--- config.mk ---
export PLATFORM = sky130hd
export DESIGN_NAME = uart_sender
export DESIGN_NICKNAME = d
export VERILOG_FILES = /design/src/rtl/uart_sender.sv
export SDC_FILE = /design/constraint.sdc
export NUM_CORES = 1
export LEC_CHECK = 0
export CORE_ASPECT_RATIO = 1.1
export CORE_MARGIN = 1
export CORE_UTILIZATION = 35
export DETAILED_ROUTE_END_ITERATION = 7
export GPL_ROUTABILITY_DRIVEN = 0
export MAX_ROUTING_LAYER = met4
export PLACE_DENSITY_LB_ADDON = 0.1
export SETUP_SLACK_MARGIN = 0.2
export SYNTH_ARGS = -nofsm -noshare
export SYNTH_HDL_FRONTEND = slang
export SYNTH_SLANG_ARGS = --single-unit
--- constraint.sdc ---
create_clock -name clk -period 9.9 [get_ports clk]
set_input_delay 0.99 -clock clk [delete_from_list [all_inputs] [get_ports clk]]
set_output_delay 0.99 -clock clk [all_outputs]
set_load 0.1 [all_outputs]
--- src/rtl/uart_sender.sv ---
// Byte transmit stage: a small FIFO that buffers committed bytes and
// serializes them as 8N1 UART frames on txd.
//
// state | meaning
// IDLE  | line high, waiting for a buffered byte
// START | start bit (low) for CLK_PER_BIT cycles
// DATA  | eight data bits, LSB first, CLK_PER_BIT cycles each
// STOP  | stop bit (high); chains straight into START if the FIFO holds more
module uart_sender #(
   parameter int CLK_PER_BIT = 868,
   parameter int DEPTH       = 16
) (
   input  logic       clk,
   input  logic       reset,
   input  logic       sender_valid,
   input  logic [7:0] sender_in,
   output logic       sender_ready,
   output logic       txd,
   output logic       busy
);

   localparam int AW = $clog2(DEPTH);
   localparam int CW = AW + 1;
   localparam int BW = $clog2(CLK_PER_BIT);
   localparam logic [BW-1:0] BAUD_MAX = BW'(CLK_PER_BIT - 1);
   localparam logic [CW-1:0] FULL     = CW'(DEPTH);

   typedef enum logic [1:0] {IDLE, START, DATA, STOP} state_t;

   state_t        state, state_d;
   logic [7:0]    mem [DEPTH];
   logic [AW-1:0] wptr, rptr;
   logic [CW-1:0] count;
   logic [7:0]    shift, shift_d;
   logic [2:0]    bit_idx, bit_idx_d;
   logic [BW-1:0] baud, baud_d;
   logic          txd_d;
   logic          push, pop, bit_end;

   // Ready depends only on registered count, so a same-cycle pop never
   // opens a slot for a push offered at count == DEPTH.
   assign sender_ready = (count < FULL);
   assign push         = sender_valid && sender_ready;
   assign bit_end      = (baud == '0);
   assign busy         = (state != IDLE) || (count != '0);

   always_ff @(posedge clk) begin
      if (push) mem[wptr] <= sender_in;
   end

   always_ff @(posedge clk or posedge reset) begin
      if (reset) begin
         wptr  <= '0;
         rptr  <= '0;
         count <= '0;
      end else begin
         if (push) wptr <= wptr + AW'(1);
         if (pop)  rptr <= rptr + AW'(1);
         case ({push, pop})
            2'b10:   count <= count + CW'(1);
            2'b01:   count <= count - CW'(1);
            default: count <= count;
         endcase
      end
   end

   always_ff @(posedge clk or posedge reset) begin
      if (reset) state <= IDLE;
      else       state <= state_d;
   end

   always_comb begin
      state_d = state;
      pop     = 1'b0;
      case (state)
         IDLE: begin
            if (count != '0) begin
               pop     = 1'b1;
               state_d = START;
            end
         end
         START: if (bit_end) state_d = DATA;
         DATA:  if (bit_end && bit_idx == 3'd7) state_d = STOP;
         STOP: begin
            if (bit_end) begin
               if (count != '0) begin
                  pop     = 1'b1;
                  state_d = START;
               end else begin
                  state_d = IDLE;
               end
            end
         end
         default: state_d = IDLE;
      endcase
   end

   // txd is computed from the next-cycle state/shift so it can be registered.
   always_comb begin
      shift_d   = shift;
      bit_idx_d = bit_idx;
      baud_d    = (bit_end || state == IDLE) ? BAUD_MAX : baud - BW'(1);
      if (pop) begin
         shift_d   = mem[rptr];
         bit_idx_d = '0;
         baud_d    = BAUD_MAX;
      end else if (state == DATA && bit_end) begin
         shift_d   = {1'b0, shift[7:1]};
         bit_idx_d = bit_idx + 3'd1;
      end
      case (state_d)
         START:   txd_d = 1'b0;
         DATA:    txd_d = shift_d[0];
         default: txd_d = 1'b1;
      endcase
   end

   always_ff @(posedge clk or posedge reset) begin
      if (reset) begin
         shift   <= '0;
         bit_idx <= '0;
         baud    <= BAUD_MAX;
         txd     <= 1'b1;
      end else begin
         shift   <= shift_d;
         bit_idx <= bit_idx_d;
         baud    <= baud_d;
         txd     <= txd_d;
      end
   end

endmodule

==> results_dict.tcl, run 1 <==
set metrics [dict create \
    status "completed" \
    hold_viol 0 \
    netlist_area_um2 7020 \
    path_class "reg -> reg" \
    period_minus_slack_ps 4180 \
    cp.depth 13 \
    synth.area.top_cells "edfxtp_1 (55%), dfrtp_1 (11%), mux4_2 (11%), ha_1 (2.9%), dfstp_2 (2.6%)" \
    powerDensity_nw_per_um2 184 \
    setup.worst_path.end "count[4]$_DFFE_PP0P_" \
    syn_nets 451 \
    cts_post_setup_buffers_inserted 0 \
    nNetsFinal 465 \
    initial_utilization 0.363 \
    final_cell_mix "edfxtp_1 (128), mux4_2 (33), nand2_1 (28), dfrtp_1 (28), nor2_1 (23)" \
    cp_max_fo 26 \
    switching_share 0.210 \
    cpPeakStageDelay_ps 860 \
    synth_top_area_share 0.547 \
    critPathLaunch "baud[0]$_DFF_PP1_" \
    die_y_um 151 \
    maxSlewHeadroom 0.264 \
    async_reset_ff_frac 0.224 \
    die_w_um 137 \
    cts.sinks 165 \
    cts.hold.buffers_added 0 \
    ir_drop_v 0.000116 \
    drtAntennaViolNets 0 \
    fmax_mhz 239 \
    yosysWarnings 0 \
    tightestPinTransition_ps 1100 \
    synth_edf_count 128 \
    viasPerCell 5.28 \
    rr_worst_depth 13 \
    syn_inst 424 \
    synth_flop_cell "edfxtp_1" \
    rows 53 \
    fin_skew_ps 10.6 \
    core_um2 19400 \
    critical_path_buf_inv_count 1 \
    drive_gt1_frac 0.208 \
    pin_count 14 \
    crit_chain "inv_1 -> ha_1 -> nor4b_4 -> a41oi_1 -> nor3_4 -> ha_1 -> xor2_1 -> ha_1 -> a41o_1 -> a41o_1 -> and3_1 -> a31oi_1 -> nand3_1" \
    routedWlPerCell_um 20.9 \
    p_clk_frac 0.460 \
    cts_root_buf "clkbuf_16" \
    synth_area_leader_cell "edfxtp_1" \
    cts_buffers 17 \
    fin_util 0.414 \
    syn_to_final_growth_pct 14.1 \
    grt_pass1_wl_mm 22.7 \
    cp_top_family "simple AND/OR/NAND/NOR gates" \
    ys_seq_elements 165 \
    cts_tree "yes" \
    gr-total-overflow 0 \
    share_seq_of_total_power 0.516 \
    mostFrequentLayoutCell "edfxtp_1" \
    num_vias 3683 \
    track_usage 0.161 \
    required_ps 10200 \
    drv_cap 0 \
    insertedDiodeCount 0 \
    hpwl_mm 8.93 \
    arrival_ps 4490 \
    io_buffers 13 \
    min_path_type "reg -> reg" \
    endpoint_kind "flip-flop" \
    placedCellCount 666 \
    ys_types 49 \
    drc 0 \
    stdcell_count 698 \
    drv_slew 0 \
    drt_first_pass_iters 4 \
    cp-start-kind "flip-flop" \
    path_clk_slew_ps 70 \
    setup-tns-final_ps 0 \
    r2r-end "count[4]$_DFFE_PP0P_" \
    ctsResizeCount 0 \
    htreeDepth 4 \
    fp.dieArea_um2 20600 \
    ctsLongestPathBuffers 2 \
    grt_start_max_net_pins 38 \
    p_comb_frac 0.024 \
    cp_common_cell "ha_1" \
    grt_pass1_vias 3822 \
    drt_iter0_drc 252 \
    finalCritPeriodShare 0.422 \
    p_sw_w 0.000309 \
    r2r_start "baud[0]$_DFF_PP1_" \
    yosysSeqAreaShare 0.681 \
    clk_latency_ps 420 \
    rrSetupSlack_ps 5720 \
    power.internal_w 0.00117 \
    finalSetupViolations 0 \
    syn_avg_cell_area_um2 16.6 \
    leakage_nw 2.77 \
    antenna_found_initial 0 \
    rsz0062_at_grt "no" \
    cpMaxStageDelayCell "nor3_4" \
    totalWireLength_mm 14.6 \
]
-- worst register-to-register path: cells and delay by family, from the launching register on --
kind | cells | cell delay [ps]
XOR/XNOR | 1 | 140
buffers and inverters | 1 | 70
flip-flops | 1 | 370
adder cells (fa/ha/maj) | 3 | 1070
AND/OR/NAND/NOR | 4 | 1520
AO/OA/AOI/OAI | 4 | 900
-- kinds of logic (layout without fill, tap and decap cells) --
group,after synthesis,count (layout),synth area share
flip-flops,165,165,0.681
AND/OR/NAND/NOR,91,91,0.0663
multiplexers,55,55,0.141
AO/OA/AOI/OAI,49,49,0.0447
buffers and inverters,33,60,0.0201
adder cells (fa/ha/maj),16,16,0.0285
XOR/XNOR,15,15,0.0187
-- sequential cells by signal, indices dropped and copies added, names as in the netlist --
register,flops
mem,128
rptr,4
wptr,4
txd,1
state,2
bit_idx,3
baud,10
count,5
shift,8
-- cell usage after synthesis, drive strengths merged, types with 6 or more instances --
master / n
nor2: 23
nand3: 7
xor2: 6
o21ai: 15
inv: 12
a21oi: 12
xnor2: 9
buf: 10
dfrtp: 30
clkbuf: 11
nor3: 10
dfstp: 7
mux4: 34
edfxtp: 128
mux2i: 13
nand2: 28
mux2: 8
ha: 16
o211ai: 7
-- cell type report --
cell class	instances	area [um2]
timing repair buffer	16	153
tap	247	309
sequential	165	4780
clock buffer	17	425
clock inverter	15	179
inverter	12	45.0
multi-input combinational	226	2120
fill	1775	11400
-- layer usage --
metal / global-route usage / vias up / wire length [um] / share of wire
met3: 0.0300 / 13 / 361 / 0.025
met4: 0.0473 / 0 / 158 / 0.011
li1: - / 1684 / - / -
met2: 0.266 / 47 / 7630 / 0.52
met5: - / - / 0 / 0
met1: 0.200 / 1939 / 6450 / 0.44
-- power by group through the flow --
stage	sequential (W)	clock, W	combinational [W]
4_1_cts	0.000761	0.000693	0.0000364
3_5_place_dp	0.000775	0	0.0000361
5_1_grt	0.000762	0.000721	0.0000411
3_3_place_gp	0.000775	0	0.0000348
6_report	0.000761	0.000679	0.0000355
2_1_floorplan	0.000772	0	0.0000202
-- worst min-delay path by stage --
stage               slack, ps                end               from  cells after the start
finish                    460  baud[0]$_DFF_PP1_  baud[0]$_DFF_PP1_                      1
global route              500  baud[0]$_DFF_PP1_  baud[0]$_DFF_PP1_                      1
CTS                       460  baud[0]$_DFF_PP1_  baud[0]$_DFF_PP1_                      1
detailed placement        450  baud[0]$_DFF_PP1_  baud[0]$_DFF_PP1_                      1
global placement          440  baud[0]$_DFF_PP1_  baud[0]$_DFF_PP1_                      1
floorplan                 430  baud[0]$_DFF_PP1_  baud[0]$_DFF_PP1_                      1
-- through the flow --
| stage | power [W] | instance area [um2] | setup WS [ps] | hold slack (ps) |
|---|---|---|---|---|
| 5_1_grt | 0.00152 | 8010 | 5390 | 495 |
| 3_5_place_dp | 0.000811 | 7410 | 5690 | 447 |
| 3_3_place_gp | 0.000810 | 7410 | 5840 | 440 |
| 2_1_floorplan | 0.000792 | 7020 | 6420 | 428 |
| 6_report | 0.00148 | 8010 | 5720 | 458 |
| 4_1_cts | 0.00149 | 8010 | 5690 | 463 |
Power figures use the tool's default switching activity.
==> run 2, diff against run 1 <==
==> constraint.sdc (replaced) <==
create_clock -name clk -period 3.4 [get_ports clk]
set_input_delay 0.34 -clock clk [delete_from_list [all_inputs] [get_ports clk]]
set_output_delay 0.34 -clock clk [all_outputs]
set_load 0.1 [all_outputs]
==> run 2 against run 1 <==
  * Cell count is 3.3% higher
  * Non-clock buffer count is 23 higher
  * Count of clock-buffer cells in the layout is 1 higher
  * Global-route usage is 0.64 points lower
  * Worst setup slack worse by 5300 ps
  * Sequential power grew to 2.9 times the previous value
  * Die area stayed put
  * Sequential share of layout area is 1.2 points lower
  * Critical path type unchanged
  * Clock skew is 3.1 ps higher
  * Clock power grew to 2.8 times the previous value
  * Hold slack worse by 79 ps
==> results_dict.tcl, run 2 (synthesis results as in run 1) <==
set metrics [dict create \
    die_y_um 151 \
    drv_cap 0 \
    tightestPinTransition_ps 959 \
    cp-start-kind "flip-flop" \
    maxSlewHeadroom 0.359 \
    final_cell_mix "edfxtp_1 (128), mux4_2 (33), dfrtp_1 (29)" \
    ir_drop_v 0.000325 \
    endpoint_kind "flip-flop" \
    drt_first_pass_iters 4 \
    num_vias 3655 \
    ctsResizeCount 0 \
    grtUsageMet2 0.246 \
    arrival_ps 3240 \
    whs_ps 379 \
    initial_utilization 0.363 \
    path_clk_slew_ps 70 \
    drv_slew 0 \
    htreeDepth 4 \
    pin_count 14 \
    path_class "reg -> reg" \
    met3_usage 0.0374 \
    final_cell_area_um2 8180 \
    n_fill_cell 1743 \
    regMostFlops "mem" \
    largest_reg_flops 128 \
    finalSetupViolations 0 \
    cts.hold.buffers_added 0 \
    cts_post_setup_buffers_inserted 0 \
    grt_pass1_vias 3834 \
    cts_buffers 17 \
    viasPerCell 5.07 \
    drt_iter0_drc 170 \
    min_path_type "in -> async" \
    grt_pass1_wl_mm 22.1 \
    hold_viol 0 \
    cp_max_fo 14 \
    cts_root_buf "clkbuf_16" \
    seqCellArea_um2 4780 \
    drc 0 \
    insertedDiodeCount 0 \
    leakage_nw 2.88 \
    drive_gt1_frac 0.245 \
    routedWlPerCell_um 19.2 \
    ctsLongestPathBuffers 2 \
    rows 53 \
    rsz0062_at_grt "no" \
    die_w_um 137 \
    status "completed" \
    global_route.peak_usage_layer "met2" \
    use_met1 0.194 \
    hpwl_mm 9.06 \
    finalCritPeriodShare 0.863 \
    syn_to_final_growth_pct 16.5 \
    multi_input_area_um2 2120 \
    nNetsFinal 488 \
    antenna_found_initial 0 \
    core_um2 19400 \
    placed_area_um2 7590 \
    fp.dieArea_um2 20600 \
    cts.sinks 165 \
    required_ps 3710 \
    cts_tree "yes" \
    clk_latency_ps 430 \
    period_minus_slack_ps 2930 \
    drtAntennaViolNets 0 \
    fmax_mhz 341 \
    grt_start_max_net_pins 27 \
    top_regs "mem (128), baud (10), shift (8)" \
    track_usage 0.154 \
    fin_skew_ps 13.7 \
    io_buffers 13 \
    mostFrequentLayoutCell "edfxtp_1" \
    totalWireLength_mm 13.8 \
    setup-tns-final_ps 0 \
    gr-total-overflow 0 \
    powerDensity_nw_per_um2 513 \
]
## run 2: path summary, 6_finish.rpt
check	slack [ps]	from	cells past startpoint	endpoint
min	380	reset	2	count[2]$_DFFE_PP0P_
max in group asynchronous	2200	reset	3	baud[8]$_DFF_PP1_
max	470	baud[0]$_DFF_PP1_	13	count[4]$_DFFE_PP0P_
min reg2reg	460	baud[0]$_DFF_PP1_	1	baud[0]$_DFF_PP1_
max reg2reg	470	baud[0]$_DFF_PP1_	13	count[4]$_DFFE_PP0P_
min in group clk	460	baud[0]$_DFF_PP1_	1	baud[0]$_DFF_PP1_
## run 2: power by group
part | switching, W | total, W | internal (W)
clock network | 0.000892 | 0.00188 | 0.000988
logic | 0.0000592 | 0.000101 | 0.0000414
registers | 0.0000241 | 0.00221 | 0.00219
total | 0.000976 | 0.00419 | 0.00322
## run 2: worst max-delay path, cell delays in order, from the launching register on
cell and delay [ps]:
dfstp_2 370, inv_1 70, ha_1 190, nor4b_4 300
a41oi_2 210, nor3_4 280, ha_4 260, xor2_1 90
ha_1 180, a41o_1 200, a41o_1 240, and3_1 190
a31oi_1 160, nand3_1 90
## run 2: layer usage
| layer | vias up | wire length (um) | share of wire |
|---|---|---|---|
| li1 | 1726 | - | - |
| met1 | 1865 | 6430 | 0.46 |
| met2 | 52 | 6880 | 0.50 |
| met3 | 12 | 365 | 0.026 |
| met4 | 0 | 166 | 0.012 |
| met5 | - | 0 | 0 |
## run 2: layout make-up
class | count | area share
clock inverter | 14 | 0.0199
tap | 247 | 0.0378
inverter | 12 | 0.00551
timing repair buffer | 39 | 0.0410
clock buffer | 18 | 0.0525
multi-input combinational | 226 | 0.259
sequential | 165 | 0.584
## run 2: through the flow
step | util | cells | power [W] | setup WS [ps]
after global placement | 0.392 | 689 | 0.00236 | 508
after CTS | 0.423 | 721 | 0.00425 | 480
final | 0.423 | 721 | 0.00419 | 465
after detailed placement | 0.392 | 689 | 0.00236 | 479
after global routing | 0.423 | 721 | 0.00434 | 297
after floorplan | - | 424 | 0.00231 | 276
